File: config.mk
export PLATFORM = sky130hd
export DESIGN_NAME = mem_arbiter
export DESIGN_NICKNAME = d
export VERILOG_FILES = /design/src/rtl/mem_arbiter.sv
export SDC_FILE = /design/constraint.sdc
export NUM_CORES = 1
export LEC_CHECK = 0
export ABC_CLOCK_PERIOD_IN_PS = 3000
export BUFFER_PORTS_ARGS = -buffer_cell sky130_fd_sc_hd__buf_2
export CORE_AREA = 2 2 307 309
export DETAILED_ROUTE_END_ITERATION = 16
export DIE_AREA = 0 0 309 311
export HOLD_SLACK_MARGIN = 0.05
export PLACE_DENSITY = 0.5
export SETUP_SLACK_MARGIN = 0.2
export SLEW_MARGIN = 20
export SYNTH_ARGS = -nofsm -noshare
export SYNTH_HDL_FRONTEND = slang
export SYNTH_SLANG_ARGS = --single-unit
export TNS_END_PERCENT = 1
File: constraint.sdc
create_clock -name clk -period 3 [get_ports clk]
set_clock_uncertainty 0.2 [all_clocks]
set_input_delay 0.3 -clock clk [delete_from_list [all_inputs] [get_ports clk]]
set_output_delay 0.3 -clock clk [all_outputs]
set_load 0.005 [all_outputs]
File: src/rtl/mem_arbiter.sv
// Round-robin arbiter sharing one line-wide backing memory between the iCache refill port
// and the dCache refill/write-back port, with saturating per-side grant counters.
module mem_arbiter #(
    parameter int WORD_SIZE = 32,
    parameter int LINE_SIZE = 128,
    parameter int CNT_W     = 16
) (
    input  logic                 clk,
    input  logic                 rst,
    input  logic                 ic_req,
    input  logic [WORD_SIZE-1:0] ic_addr,
    output logic [LINE_SIZE-1:0] ic_line,
    output logic                 ic_ready,
    input  logic                 dc_rd_req,
    input  logic                 dc_wr_req,
    input  logic [WORD_SIZE-1:0] dc_addr,
    input  logic [LINE_SIZE-1:0] dc_wline,
    output logic [LINE_SIZE-1:0] dc_line,
    output logic                 dc_ready,
    output logic                 mem_read,
    output logic                 mem_write,
    output logic [WORD_SIZE-1:0] mem_addr,
    output logic [LINE_SIZE-1:0] mem_wline,
    input  logic [LINE_SIZE-1:0] mem_rline,
    input  logic                 mem_ready,
    output logic [CNT_W-1:0]     ic_grants,
    output logic [CNT_W-1:0]     dc_grants,
    output logic                 proto_err
);

    localparam int OFS = $clog2(LINE_SIZE / 8);

    typedef enum logic [2:0] {
        ST_IDLE,
        ST_IC_BUSY,
        ST_DC_RD,
        ST_DC_WR,
        ST_DONE
    } state_t;

    state_t                 state_q, state_d;
    logic                   last_dc_q, last_dc_d;
    logic                   mem_read_q, mem_read_d;
    logic                   mem_write_q, mem_write_d;
    logic [WORD_SIZE-1:0]   mem_addr_q, mem_addr_d;
    logic [LINE_SIZE-1:0]   mem_wline_q, mem_wline_d;
    logic [LINE_SIZE-1:0]   ic_line_q, ic_line_d;
    logic [LINE_SIZE-1:0]   dc_line_q, dc_line_d;
    logic                   ic_ready_q, ic_ready_d;
    logic                   dc_ready_q, dc_ready_d;
    logic [CNT_W-1:0]       ic_grants_q, ic_grants_d;
    logic [CNT_W-1:0]       dc_grants_q, dc_grants_d;
    logic                   proto_err_q, proto_err_d;
    logic                   grant_dc;

    function automatic logic [WORD_SIZE-1:0] line_align(input logic [WORD_SIZE-1:0] a);
        return {a[WORD_SIZE-1:OFS], {OFS{1'b0}}};
    endfunction

    always_comb begin
        // NOTE: every signal gets its hold/idle value first so no path can infer a latch.
        state_d     = state_q;
        last_dc_d   = last_dc_q;
        mem_read_d  = mem_read_q;
        mem_write_d = mem_write_q;
        mem_addr_d  = mem_addr_q;
        mem_wline_d = mem_wline_q;
        ic_line_d   = ic_line_q;
        dc_line_d   = dc_line_q;
        ic_ready_d  = 1'b0;
        dc_ready_d  = 1'b0;
        ic_grants_d = ic_grants_q;
        dc_grants_d = dc_grants_q;
        proto_err_d = proto_err_q;
        grant_dc    = 1'b0;

        case (state_q)
            ST_IDLE: begin
                proto_err_d = proto_err_q | (dc_rd_req & dc_wr_req);
                // On contention the side that was not served last wins.
                grant_dc = (dc_rd_req | dc_wr_req) & (~ic_req | ~last_dc_q);
                if (grant_dc) begin
                    last_dc_d  = 1'b1;
                    mem_addr_d = line_align(dc_addr);
                    if (dc_wr_req) begin
                        state_d     = ST_DC_WR;
                        mem_write_d = 1'b1;
                        mem_wline_d = dc_wline;
                    end else begin
                        state_d    = ST_DC_RD;
                        mem_read_d = 1'b1;
                    end
                end else if (ic_req) begin
                    last_dc_d  = 1'b0;
                    state_d    = ST_IC_BUSY;
                    mem_read_d = 1'b1;
                    mem_addr_d = line_align(ic_addr);
                end
            end
            ST_IC_BUSY, ST_DC_RD, ST_DC_WR: begin
                if (mem_ready) begin
                    state_d     = ST_DONE;
                    mem_read_d  = 1'b0;
                    mem_write_d = 1'b0;
                    mem_addr_d  = '0;
                    mem_wline_d = '0;
                    if (state_q == ST_IC_BUSY) begin
                        ic_line_d  = mem_rline;
                        ic_ready_d = 1'b1;
                        if (ic_grants_q != '1) ic_grants_d = ic_grants_q + CNT_W'(1);
                    end else begin
                        if (state_q == ST_DC_RD) dc_line_d = mem_rline;
                        dc_ready_d = 1'b1;
                        if (dc_grants_q != '1) dc_grants_d = dc_grants_q + CNT_W'(1);
                    end
                end
            end
            ST_DONE: state_d = ST_IDLE;
            default: state_d = ST_IDLE;
        endcase
    end

    always_ff @(posedge clk) begin
        if (rst) begin
            state_q     <= ST_IDLE;
            last_dc_q   <= 1'b0;
            mem_read_q  <= 1'b0;
            mem_write_q <= 1'b0;
            mem_addr_q  <= '0;
            mem_wline_q <= '0;
            ic_line_q   <= '0;
            dc_line_q   <= '0;
            ic_ready_q  <= 1'b0;
            dc_ready_q  <= 1'b0;
            ic_grants_q <= '0;
            dc_grants_q <= '0;
            proto_err_q <= 1'b0;
        end else begin
            // NOTE: non-blocking updates so every flop samples the pre-edge value of the others.
            state_q     <= state_d;
            last_dc_q   <= last_dc_d;
            mem_read_q  <= mem_read_d;
            mem_write_q <= mem_write_d;
            mem_addr_q  <= mem_addr_d;
            mem_wline_q <= mem_wline_d;
            ic_line_q   <= ic_line_d;
            dc_line_q   <= dc_line_d;
            ic_ready_q  <= ic_ready_d;
            dc_ready_q  <= dc_ready_d;
            ic_grants_q <= ic_grants_d;
            dc_grants_q <= dc_grants_d;
            proto_err_q <= proto_err_d;
        end
    end

    assign mem_read  = mem_read_q;
    assign mem_write = mem_write_q;
    assign mem_addr  = mem_addr_q;
    assign mem_wline = mem_wline_q;
    assign ic_line   = ic_line_q;
    assign dc_line   = dc_line_q;
    assign ic_ready  = ic_ready_q;
    assign dc_ready  = dc_ready_q;
    assign ic_grants = ic_grants_q;
    assign dc_grants = dc_grants_q;
    assign proto_err = proto_err_q;

endmodule

## Yosys cells after proc, flatten, opt, wreduce, memory -nomap -nowiden

Cells that the tools add are included.

- Output and inout bits: 453
- RAM bits: 0
- Memories: 0
- Bits in read-only memories: 0
- Flip-flop bits (word level): 457
- Bits in latches: 0

- Shift operators: 0
- Reductions and logical operators: 14
- Equality and inequality tests: 10
- Bitwise gates (word level): 10
- Order comparisons: 0
- Mux-type cells: 25
- Multiply operators: 0
- Div/mod/pow operators: 0
- Add/sub/neg operators: 2

Operators with widths:

| kind | number |
|---|---|
| two-way mux 128 bit | 3 |
| case mux 128 bit (2 select lines) | 1 |
| two-way mux 32 bit | 3 |
| case mux 32 bit (2 select lines) | 1 |
| adder 16 x 1 -> 16 bit (second input constant) | 2 |
| != test 16 bit (second input constant) | 2 |
| AND reduction 4 bit | 5 |
| two-way mux 1 bit | 11 |
| two-way mux 3 bit | 3 |
| equality test 3 x 2 -> 1 bit (second input constant) | 2 |
| != test 2 bit (second input constant) | 3 |
| != test 3 bit (second input constant) | 2 |
| case mux 3 bit (2 select lines) | 1 |
| AND reduction 3 bit | 2 |
| OR reduction 3 bit | 2 |
| NOT 1 bit | 5 |
| case mux 1 bit (2 select lines) | 2 |
| AND reduction 2 bit | 2 |
| nonzero test 2 bit | 2 |
| equality test 3 x 1 -> 1 bit (second input constant) | 1 |
| logical NOT 3 bit | 1 |
| OR 1 bit | 3 |
| bitwise AND 1 bit | 2 |

## Depth between registers and ports, before layout

Gate-level depths: netlist (run 1).

- Depth after elaboration: 5
- Depth in mapped cells: 7

## Worst setup path before layout (run 1)

No wires, ideal clock.

- Path type: register to register
- Start point: reg ic_grants_q[0] (netlist: ic_grants[0])
- End point: reg ic_grants_q[1] (netlist: ic_grants[1])
- Required time: 2.685 ns
- Arrival time: 1.857 ns
- Buffers on the path: 1
- Clock period less this slack: 2.172 ns
- Stages on the path, launching flop included: 7
- Slack: 0.828 ns
- Cell sequence: dfxtp_1 ha_1 nand4_1 nor4_2 buf_2 nor3b_1 o21ba_2

- Cells in the longest elaborated chain, start to end: 2
- Elaborated cells on any way between the ends: 3
- Classes of those cells: add/sub (1); eq/ne (1); reduce/logical (1)

RTL lines:

| element | line | RTL |
|---|---|---|
| start: declaration | 51 | `logic [CNT_W-1:0] ic_grants_q, ic_grants_d;` |
| start signal: assignment | 150 | `ic_grants_q <= ic_grants_d;` |
| parallel branches: the longest is 2 deep, another holds adder 16 x 1 -> 16 bit | - |  |

Several ways; the timed one is not identified.
A chain may end at the register's enable or synchronous reset.

## Worst setup path in the final report (run 1)

- Start point: reg state_q[0]
- End point: reg mem_wline_q[3] (netlist: mem_wline[3])

- Cells in the longest elaborated chain, start to end: 4
- Elaborated cells on any way between the ends: 11
- Classes of those cells: eq/ne (6); mux (1); reduce/logical (4)

RTL lines:

| element | line | RTL |
|---|---|---|
| start: declaration | 41 | `state_t state_q, state_d;` |
| start signal: assignment | 140 | `state_q <= state_d;` |
| equality test 3 x 1 -> 1 bit / equality test 3 x 2 -> 1 bit (equally long branches) | 77 | `case (state_q)` |
| OR reduction 3 bit | 77 |  |
| != test 2 bit (no line) / nonzero test 2 bit (equally long branches) | - |  |
| AND reduction 4 bit (no line) | - |  |
| end signal: assignment | 145 | `mem_wline_q <= mem_wline_d;` |
| end: declaration | 46 | `logic [LINE_SIZE-1:0] mem_wline_q, mem_wline_d;` |

Several ways; a longest one is shown, not always the timed one.

==> results of run 1 <==
## metal layers
layer / track usage / up-vias / wire length [um]
met5: 0 / - / 27
met4: 0.0584 / 4 / 2690
met3: 0.0434 / 130 / 6020
met2: 0.238 / 666 / 34400
met1: 0.164 / 8710 / 29700
li1: - / 9063 / -
## power breakdown
part	leakage [nW]	internal (mW)	total (mW)	switching, mW
Sequential	3.68	6.44	6.66	0.217
Combinational	7.16	1.32	2.95	1.62
Clock	0.839	3.80	6.52	2.72
Total	11.7	11.6	16.1	4.57
## Yosys cell counts (3+ instances only)
library cell	count	area [um2]
mux2i_1	30	300
buf_1	14	52.6
buf_4	4	30.0
or3_1	9	56.3
nor4_1	5	31.3
dfxtp_1	453	9070
inv_1	8	30.0
or2_2	5	31.3
nor2b_1	5	31.3
a211oi_1	5	37.5
or4_1	10	75.1
a31oi_1	3	18.8
mux2_2	33	372
clkbuf_1	135	507
buf_2	21	105
nor2_1	49	184
a21oi_1	410	2050
and3_1	3	18.8
nand2_1	651	2440
nand3_1	141	706
o31ai_1	9	67.6
o21ai_0	38	190
nor3_1	6	30.0
nand4_1	11	68.8
## tightest hold or removal path, cell delays in order
cell,delay [ns]
buf_2,0.08
mux2i_1,0.16
mux2_2,0.31
nor2_1,0.07
## final cells by class
class                   instances  area [um2]
diodes                          4        10.0
clock buffers                  77        1530
clock inverters                14         205
fillers                     10000       65500
inverters                       8        30.0
multi-input cells            1457        7080
flip-flops and latches        453        9070
well taps                    1254        1570
repair buffers               1150        7810
## how the worst min path moves through the flow
stage / start / to / slack [ns]
2_1_floorplan: mem_rline[0] / dc_line[0]$_SDFFE_PP0P_ / 0.24
3_3_place_gp: ic_line[49]$_SDFFE_PP0P_ / ic_line[49]$_SDFFE_PP0P_ / 0.24
3_5_place_dp: ic_line[40]$_SDFFE_PP0P_ / ic_line[40]$_SDFFE_PP0P_ / 0.24
4_1_cts: dc_addr[27] / mem_addr[27]$_SDFFE_PP0P_ / 0.05
5_1_grt: dc_addr[27] / mem_addr[27]$_SDFFE_PP0P_ / 0.09
6_report: dc_addr[27] / mem_addr[27]$_SDFFE_PP0P_ / 0.13
## logic make-up (layout without fill, tap and decap cells)
kind of cell | count (synthesis) | count (layout) | synth area share
other | 1 | 8 | 0.000224
buffers and inverters | 182 | 1249 | 0.0432
adders and majority gates | 2 | 2 | 0.00149
muxes | 63 | 63 | 0.0401
and+or+nand+nor | 909 | 911 | 0.227
DFF | 453 | 453 | 0.541
AOI/OAI and AO/OA | 477 | 477 | 0.147
## per-stage QoR
stage | instances | hold WS (ns) | cell area [um2]
floorplan | 2090 | 0.236 | 16800
finish | 4417 | 0.132 | 27300
global placement | 3985 | 0.238 | 22200
CTS | 4410 | 0.0545 | 27200
global route | 4417 | 0.0927 | 27300
detailed placement | 3985 | 0.243 | 22200
## repair_timing
item,4_1_cts,5_1_grt
setup endpoints to repair,0,18
hold endpoints to repair,419,0
gates resized for setup,0,1
hold buffers,334,0
## flip-flops by register name (all words and copies together) (netlist names)
| name | flops |
|---|---|
| ic_ready | 1 |
| mem_read | 1 |
| mem_write | 1 |
| last_dc_q | 1 |
| mem_wline | 128 |
| dc_grants | 16 |
| state_q | 3 |
| dc_ready | 1 |
| ic_grants | 16 |
| ic_line | 128 |
| mem_addr | 28 |
| dc_line | 128 |
| proto_err | 1 |
==> results by group, run 1 <==
Outcome
  • Outcome: finished clean

Die
  • Core Box Area: 92800 um2
  • Number of top-level pins: 779
  • Core Rows: 112
  • Die Y: 311 um
  • Die ar.: 96100 um2
  • Initial Util: 0.181
  • DIE WIDTH: between 300 and 400 um

Setup path
  • WP data arrival: 3.01 ns
  • Worst r2r dst: mem_wline[3]$_SDFFE_PP0P_
  • Crit path buf inv count: 3
  • Critical Path End Type: flip-flop
  • Worst reg2reg setup slack: 0.34 ns
  • Levels on crit path: 7
  • Critical-path top delay cell: dlygate4sd3_1
  • Cell family with most CP delay: buffers and inverters
  • CP peak stage delay: between 0.5 and 0.6 ns
  • Max FO, Critical Path: 34
  • Critical path class: flip-flop to flip-flop
  • CP required: ~3.4 ns
  • Worst r2r src: state_q[0]$_SDFFE_PP0P_
  • Worst reg-to-reg path cell count: 7
  • Crit path to: mem_wline[3]$_SDFFE_PP0P_
  • Critical path cell sequence: nor3_1, buf_4, and3_4, buf_12, nand2_1, a21oi_1, dlygate4sd3_1
  • Worst setup SP type: flip-flop
  • Critical Path Source: state_q[0]$_SDFFE_PP0P_

Synth
  • Netlist cell types: 43
  • Post-synthesis sequential area ratio: 0.541
  • Asr flop ratio synth: 0
  • Cells after Synth: 2087
  • Mapped cell area: around 17000 um2
  • Syn_area_per_cell: 8.04 um2
  • EDFF count, synth: 0
  • Most used DFF post-synth: dfxtp_1
  • Synth Register Bits: 453
  • Syn. warnings: 0

Layout
  • Commonest cells after routing, fill and taps aside: buf_2 (765), nand2_1 (651), dfxtp_1 (453)
  • Commonest non-fill, non-tap cell in the layout: buf_2
  • Area Overhead vs Synth: 62.8%
  • Fin util: 0.294
  • Share of cells above drive strength 1: 0.299
  • Final net count: 3452

Clocking
  • Max Buffers Root-to-Sink: 3
  • H-Tree Level Count: 2
  • Post-CTS Repair Setup Buffers: 0
  • Skew-Pair Late Insertion Delay: 0.64 ns
  • Root Driver: clkbuf_16
  • CTS buffer count: 54
  • CTS sink count: 453
  • CTS tree: yes
  • Worst-path clk slew: 0.06 ns

Placed design
  • Port Buffer Count: 766
  • Worst slack, placed: 0.579 ns
  • Routability congestion estimate: 0.817
  • Hpwl dp: 50100 um

Routing
  • Routed via count: 18600
  • Final wirelength: 72800 um
  • Post-route ant nets: 0
  • DRT Pass-1 Iters: 5
  • Number of remaining DRC errors: 0
  • Vias per std cell: about 4.2
  • DR iter-0 viols: 1125
  • Routed wire length per instance: roughly 16 um

STA
  • Unrepaired setup endpoints after global routing: no
  • Hold Vio Cnt, Final: 0
  • Max-slew violation count: 0
  • Fmax: 0.376 GHz
  • Worst slew pin tran: 0.654 ns
  • Setup TNS: 0 ns
  • Setup-failing EPs final: 0
  • Final min period: 2.66 ns
  • Relative slew slack: 0.564
  • Final worst path period share: 0.886
  • Final WS setup: ~0.34 ns

Worst hold path
  • Min-delay worst type: primary input to flip-flop
  • Hold path depth: 4

Global routing
  • Vias in the first global route: 17800
  • Pin count of the biggest net entering global routing: 93
  • GRT Util Overall: 0.141
  • GRT overflow: 0
  • Initial antenna violation count: 6
  • First-pass GRT wire length: 106000 um

Job
  • Max cap viols: 0

Power and ir drop
  • Pwr Total: 16.1 mW
  • Pwr Density: 590 nW/um2
  • IR drop worst, VDD: 473 uV
  • Static Leak: 11.7 nW
Note: power is estimated with default switching activity, not from simulation.
==> run 2, diff against run 1 <==
--- a/config.mk
+++ b/config.mk
@@ -7,11 +7,12 @@
 export LEC_CHECK = 0
 export ABC_CLOCK_PERIOD_IN_PS = 3000
 export BUFFER_PORTS_ARGS = -buffer_cell sky130_fd_sc_hd__buf_2
-export CORE_AREA = 2 2 307 309
+export CORE_AREA = 2 2 304 306
 export DETAILED_ROUTE_END_ITERATION = 16
-export DIE_AREA = 0 0 309 311
+export DIE_AREA = 0 0 306 308
+export GPL_TIMING_DRIVEN = 0
 export HOLD_SLACK_MARGIN = 0.05
-export PLACE_DENSITY = 0.5
+export PLACE_DENSITY = 0.51
 export SETUP_SLACK_MARGIN = 0.2
 export SLEW_MARGIN = 20
 export SYNTH_ARGS = -nofsm -noshare
==> run 2 against run 1 <==
First-iteration DRC count grew 2.6%. Non-clock buffer count is 105 higher. Critical path depth fell by 1. Core utilization increased by 0.37 points. Worst hold slack worse by 0.011 ns. Maximum frequency fell by 0.84%. Via count is 2.9% higher. Sequential power about the same. Global-route usage up 3.2 points. Largest power group is now the clock network.
==> results by group, run 2 (synthesis results as in run 1) <==
STA
  • Setup-failing EPs final: 0 (unchanged)
  • Worst slew pin tran: 0.867 ns (+0.213 ns)
  • Unrepaired setup endpoints after global routing: yes
  • Relative slew slack: 0.422 (-0.142)
  • Final min period: 2.68 ns (+0.0226 ns)
  • Max-slew violation count: 0 (unchanged)
  • Fmax: 0.373 GHz (-0.84%)
  • Final worst path period share: 0.893 (+0.00753)
  • Hold Vio Cnt, Final: 0 (unchanged)

Global routing
  • Initial antenna violation count: 6 (unchanged)
  • Pin count of the biggest net entering global routing: 15 (-84%)
  • GRT Util Overall: 0.173 (+0.0322)
  • GRT overflow: 0 (unchanged)
  • First-pass GRT wire length: 122000 um (+15%)
  • Vias in the first global route: 18800 (+5.5%)

Die
  • Die Y: 308 um (-0.96%)
  • Number of top-level pins: 779 (unchanged)
  • Core Rows: 111 (-0.89%)
  • Die ar.: 94200 um2 (-1.9%)
  • DIE WIDTH: 306 um (-0.97%)
  • Core Box Area: 91000 um2 (-1.9%)
  • Initial Util: 0.184 (+0.00358)

Setup path
  • Worst setup SP type: flip-flop
  • Worst r2r dst: ic_line[99]$_SDFFE_PP0P_
  • Worst reg2reg setup slack: 0.32 ns (-0.02 ns)
  • Critical Path Source: state_q[0]$_SDFFE_PP0P_
  • Max FO, Critical Path: 10 (-71%)
  • CP required: 3.33 ns (-0.03 ns)
  • Critical path cell sequence: nor4bb_1, clkbuf_1, clkbuf_4, clkbuf_1, nand2_1, a21oi_1
  • CP most frequent cell: clkbuf_1
  • Worst r2r src: state_q[0]$_SDFFE_PP0P_
  • Critical path class: flip-flop to flip-flop
  • Critical-path top delay cell: dfxtp_1
  • Critical Path End Type: flip-flop
  • Worst reg-to-reg path cell count: 6 (-1)
  • CP peak stage delay: 0.49 ns (-0.09 ns)
  • WP data arrival: 3.01 ns (about the same)
  • Crit path to: ic_line[99]$_SDFFE_PP0P_

Placed design
  • Placed cells: 4041 (+1.4%)
  • Post-Place Cell Area: 22100 um2 (-0.32%)
  • Port Buffer Count: 765 (-0.13%)
  • Routability congestion estimate: 0.847 (+3.7%)
  • Hpwl dp: 64700 um (+29%)

Clocking
  • CTS sink count: 453 (unchanged)
  • CTS buffer count: 54 (unchanged)
  • CTS tree: yes
  • Worst-path clk slew: 0.06 ns (about the same)
  • Skew-Pair Late Insertion Delay: 0.62 ns (-0.02 ns)
  • H-Tree Level Count: 2 (unchanged)
  • Max Buffers Root-to-Sink: 3 (unchanged)
  • Root Driver: clkbuf_16

Layout
  • Share of cells above drive strength 1: 0.289 (-0.0109)
  • Finished Layout Cells: 4454 (+0.84%)
  • Area Overhead vs Synth: 61.7%
  • Final net count: 3555 (+3.0%)
  • Commonest non-fill, non-tap cell in the layout: buf_2
  • Commonest cells after routing, fill and taps aside: buf_2 (786), nand2_1 (651), dfxtp_1 (453)
  • Design area: 27100 um2 (-0.72%)

Routing
  • DR iter-0 viols: 1154 (+2.6%)
  • Final wirelength: 85600 um (+18%)
  • Number of remaining DRC errors: 0 (unchanged)
  • Vias per std cell: 4.29 (+2.0%)
  • Post-route ant nets: 0 (unchanged)
  • DRT Pass-1 Iters: 5 (unchanged)
  • Routed wire length per instance: 19.2 um (+17%)
  • Routed via count: 19100 (+2.9%)

Job
  • Max cap viols: 0 (unchanged)

Worst hold path
  • Hold path depth: 3 (-1)
  • Min-delay worst type: primary input to flip-flop

Power and ir drop
  • IR drop worst, VDD: 449 uV (-5.2%)
  • Pwr Total: 16.4 mW (+1.8%)
  • Pwr Density: 606 nW/um2 (+2.6%)
  • Static Leak: 11.6 nW (-0.35%)

Outcome
  • Outcome: finished clean
run 2: cell count changes in the layout (fill, tap and decap cells not counted), moves of 3 or more:
cell / before / now
clkbuf_1: 14 / 121
buf_4: 31 / 4
clkbuf_2: 0 / 25
buf_2: 765 / 786
dlygate4sd3_1: 334 / 316
buf_12: 17 / 0
buf_1: 0 / 15
clkbuf_8: 9 / 5
clkinv_2: 3 / 7
bufinv_16: 3 / 6
clkinv_4: 3 / 0
inv_6: 1 / 4
run 2: where the power goes:
group          switching [mW]  leakage, nW  internal (mW)
sequential              0.231         3.68           6.44
combinational            1.75         7.08           1.23
clock                    2.76        0.873           4.01
total                    4.74         11.6           11.7
run 2: through the flow:
stage | worst slack, ns | TNS, ns | hold WS (ns) | utilization
final | 0.321 | 0 | 0.121 | 0.298
after global routing | 0.0250 | 0 | 0.115 | 0.298
after CTS | 0.0701 | 0 | 0.0673 | 0.297
after detailed placement | -0.448 | -20.05 | 0.243 | 0.243
after global placement | -0.963 | -163.62 | 0.239 | 0.243
after floorplan | 0.828 | 0 | 0.236 | -
run 2: worst max-delay path: cells and delay by family (launching register included):
family,cells,cell delay (ns)
DFF,1,0.49
buffers and inverters,3,1.15
and+or+nand+nor,2,0.55
AOI/OAI and AO/OA,1,0.16
run 2: worst min-delay path by stage:
stage / end / from
finish: ic_grants[6]$_SDFFE_PP0P_ / rst
global route: mem_addr[31]$_SDFFE_PP0P_ / ic_req
global placement: ic_line[21]$_SDFFE_PP0P_ / ic_line[21]$_SDFFE_PP0P_
CTS: ic_grants[6]$_SDFFE_PP0P_ / rst
detailed placement: dc_line[12]$_SDFFE_PP0P_ / dc_line[12]$_SDFFE_PP0P_
floorplan: dc_line[0]$_SDFFE_PP0P_ / mem_rline[0]
run 2: cell type report:
cell class	instances	area, um2
Inverter	8	30.0
Clock buffer	73	1490
Fill cell	9816	63900
Antenna cell	3	7.51
Multi-Input combinational cell	1455	7010
Sequential cell	453	9070
Timing Repair Buffer	1081	6990
Clock inverter	21	298
Tap cell	1186	1480
Buffer	174	729
run 2: metal layers:
metal / GRT usage / up-vias / wire length [um]
met2: 0.291 / 773 / 40000
met4: 0.101 / 8 / 5270
met1: 0.188 / 8842 / 32700
met3: 0.0614 / 180 / 7570
met5: 0.00362 / - / 87
li1: - / 9303 / -
run 2: timing repair:
item	4_1_cts	5_1_grt
hold buffers	316	0
endpoints found under the hold margin	415	0
gates resized for setup	5	34
setup buffers	0	0
setup endpoints to repair	293	248
gates cloned	0	0
==> run 3, diff against run 2 <==
--- a/config.mk
+++ b/config.mk
@@ -8,11 +8,13 @@
 export ABC_CLOCK_PERIOD_IN_PS = 3000
 export BUFFER_PORTS_ARGS = -buffer_cell sky130_fd_sc_hd__buf_2
 export CORE_AREA = 2 2 304 306
+export CTS_BUF_LIST = sky130_fd_sc_hd__clkbuf_4 sky130_fd_sc_hd__clkbuf_8 sky130_fd_sc_hd__clkbuf_16
 export DETAILED_ROUTE_END_ITERATION = 16
 export DIE_AREA = 0 0 306 308
 export GPL_TIMING_DRIVEN = 0
 export HOLD_SLACK_MARGIN = 0.05
 export PLACE_DENSITY = 0.51
+export RECOVER_POWER = 25
 export SETUP_SLACK_MARGIN = 0.2
 export SLEW_MARGIN = 20
 export SYNTH_ARGS = -nofsm -noshare
==> run 3 against run 2 <==
Critical path depth is the same. Final cell count unchanged. Maximum frequency decreased by 0.97%. Sequential share of layout area is 0.20 points higher. Core utilization is 0.17 points lower. Wire length about the same. Worst hold slack worse by 0.0019 ns. Via count fell by 0.22%. Largest cell class unchanged. Highest routed layer unchanged.
==> results by group, run 3 (synthesis results as in run 1) <==
Setup path
  • Critical-path top delay cell: dfxtp_1
  • Cell family with most CP delay: buffers and inverters
  • Critical Path End Type: flip-flop
  • Critical path cell sequence: nor4bb_1, clkbuf_1, clkbuf_4, clkbuf_1, nand2_1, a21oi_1
  • Crit path buf inv count: 3 (unchanged)
  • CP required: 3.33 ns (about the same)
  • CP most frequent cell: clkbuf_1
  • CP peak stage delay: 0.49 ns (about the same)
  • Critical path class: flip-flop to flip-flop
  • WP data arrival: 3.04 ns (+0.03 ns)
  • Max FO, Critical Path: 10 (unchanged)
  • Worst setup SP type: flip-flop

Die
  • Core Rows: 111 (unchanged)
  • Initial Util: 0.184 (unchanged)
  • Number of top-level pins: 779 (unchanged)
  • DIE WIDTH: 306 um (unchanged)
  • Die ar.: 94200 um2 (unchanged)
  • Core Box Area: 91000 um2 (unchanged)
  • Die Y: 308 um (unchanged)

Clocking
  • CTS sink count: 453 (unchanged)
  • Skew-Pair Late Insertion Delay: 0.62 ns (about the same)
  • Max Buffers Root-to-Sink: 3 (unchanged)
  • H-Tree Level Count: 2 (unchanged)
  • CTS buffer count: 54 (unchanged)
  • Worst-path clk slew: 0.06 ns (about the same)
  • CTS tree: yes
  • Root Driver: clkbuf_16

STA
  • Hold Vio Cnt, Final: 0 (unchanged)
  • Fmax: 0.370 GHz (-0.97%)
  • Setup-failing EPs final: 0 (unchanged)
  • Relative slew slack: 0.433 (+0.0110)
  • Unrepaired setup endpoints after global routing: yes
  • Setup TNS: 0 ns (unchanged)
  • Worst slew pin tran: 0.851 ns (-0.0165 ns)
  • Final worst path period share: 0.902 (+0.00878)
  • Max-slew violation count: 0 (unchanged)
  • Final min period: 2.71 ns (+0.0263 ns)

Routing
  • Number of remaining DRC errors: 0 (unchanged)
  • Final wirelength: 85600 um (about the same)
  • Vias per std cell: 4.28 (-0.22%)
  • Routed wire length per instance: 19.2 um (about the same)
  • Post-route ant nets: 0 (unchanged)
  • Routed via count: 19100 (-0.22%)
  • DR iter-0 viols: 1193 (+3.4%)
  • DRT Pass-1 Iters: 5 (unchanged)

Layout
  • Finished Layout Cells: 4454 (unchanged)
  • Share of cells above drive strength 1: 0.242 (-0.0466)
  • Commonest cells after routing, fill and taps aside: nand2_1 (651), buf_2 (621), dfxtp_1 (453)
  • Filler Cells Inserted: 9914 (+1.0%)
  • Commonest non-fill, non-tap cell in the layout: nand2_1
  • Fin util: 0.296 (-0.00173)
  • Final net count: 3555 (unchanged)
  • FF+latch area: 9070 um2 (unchanged)
  • Area Overhead vs Synth: 60.7%
  • Multi-input gate area: 7010 um2 (unchanged)

Power and ir drop
  • IR drop worst, VDD: 449 uV (+0.12%)
  • Static Leak: 11.0 nW (-5.6%)
  • Pwr Density: 612 nW/um2 (+1.1%)
  • Pwr Total: 16.5 mW (+0.47%)

Job
  • Max cap viols: 0 (unchanged)

Placed design
  • Routability congestion estimate: 0.847 (unchanged)
  • Hpwl dp: 64700 um (unchanged)
  • Placed cells: 4041 (unchanged)
  • Port Buffer Count: 765 (unchanged)

Global routing
  • Vias in the first global route: 18800 (+0.027%)
  • Pin count of the biggest net entering global routing: 15 (unchanged)
  • GRT overflow: 0 (unchanged)
  • First-pass GRT wire length: 122000 um (about the same)
  • Initial antenna violation count: 6 (unchanged)
  • GRT Util Overall: 0.173 (about the same)

Worst hold path
  • Min-delay worst type: primary input to flip-flop

Outcome
  • Outcome: finished clean
[run 3: cell type report]
class                   count  area share
repair buffers           1081       0.252
diodes                      3    0.000279
clock inverters            21      0.0110
plain buffers             174      0.0271
flip-flops and latches    453       0.336
well taps                1186      0.0551
multi-input cells        1455       0.260
inverters                   8     0.00111
clock buffers              73      0.0572
[run 3: per-layer routing]
metal	wire length (um)	track usage
met1	32600	0.188
met3	7710	0.0614
met5	87	0.00362
met2	39800	0.291
met4	5360	0.101
[run 3: stage by stage]
| step | worst slack [ns] | cell area [um2] | hold slack (ns) |
|---|---|---|---|
| floorplan | 0.828 | 16800 | 0.236 |
| global placement | -0.963 | 22100 | 0.239 |
| detailed placement | -0.448 | 22100 | 0.243 |
| CTS | 0.0707 | 27100 | 0.0673 |
| global route | 0.0247 | 27000 | 0.110 |
| finish | 0.294 | 27000 | 0.119 |
[run 3: path summary, 6_finish.rpt]
kind / startpoint / end / slack [ns] / depth (start not counted)
worst max-delay path: state_q[0]$_SDFFE_PP0P_ / ic_line[99]$_SDFFE_PP0P_ / 0.29 / 6
worst min-delay path: rst / ic_grants[6]$_SDFFE_PP0P_ / 0.12 / 3
worst max register to register: state_q[0]$_SDFFE_PP0P_ / ic_line[99]$_SDFFE_PP0P_ / 0.29 / 6
worst min register to register: dc_line[7]$_SDFFE_PP0P_ / dc_line[7]$_SDFFE_PP0P_ / 0.25 / 2
[run 3: worst register-to-register path: stages (launching register included)]
cell and delay, ns:
dfxtp_1 0.49, nor4bb_1 0.32, clkbuf_1 0.29, clkbuf_4 0.41
clkbuf_1 0.48, nand2_1 0.25, a21oi_1 0.17
[run 3: timing repair]
item | in CTS | in global routing
endpoints found under the setup margin | 291 | 246
pin swaps | 0 | 0
hold buffers | 316 | 0
buffers inserted | 0 | 0
hold endpoints to repair | 415 | 0
resized for setup | 5 | 34
[run 3: power breakdown]
group          total, mW  internal (mW)  switching [mW]
combinational       2.94           1.19            1.75
sequential          6.67           6.44           0.235
clock               6.88           4.12            2.76
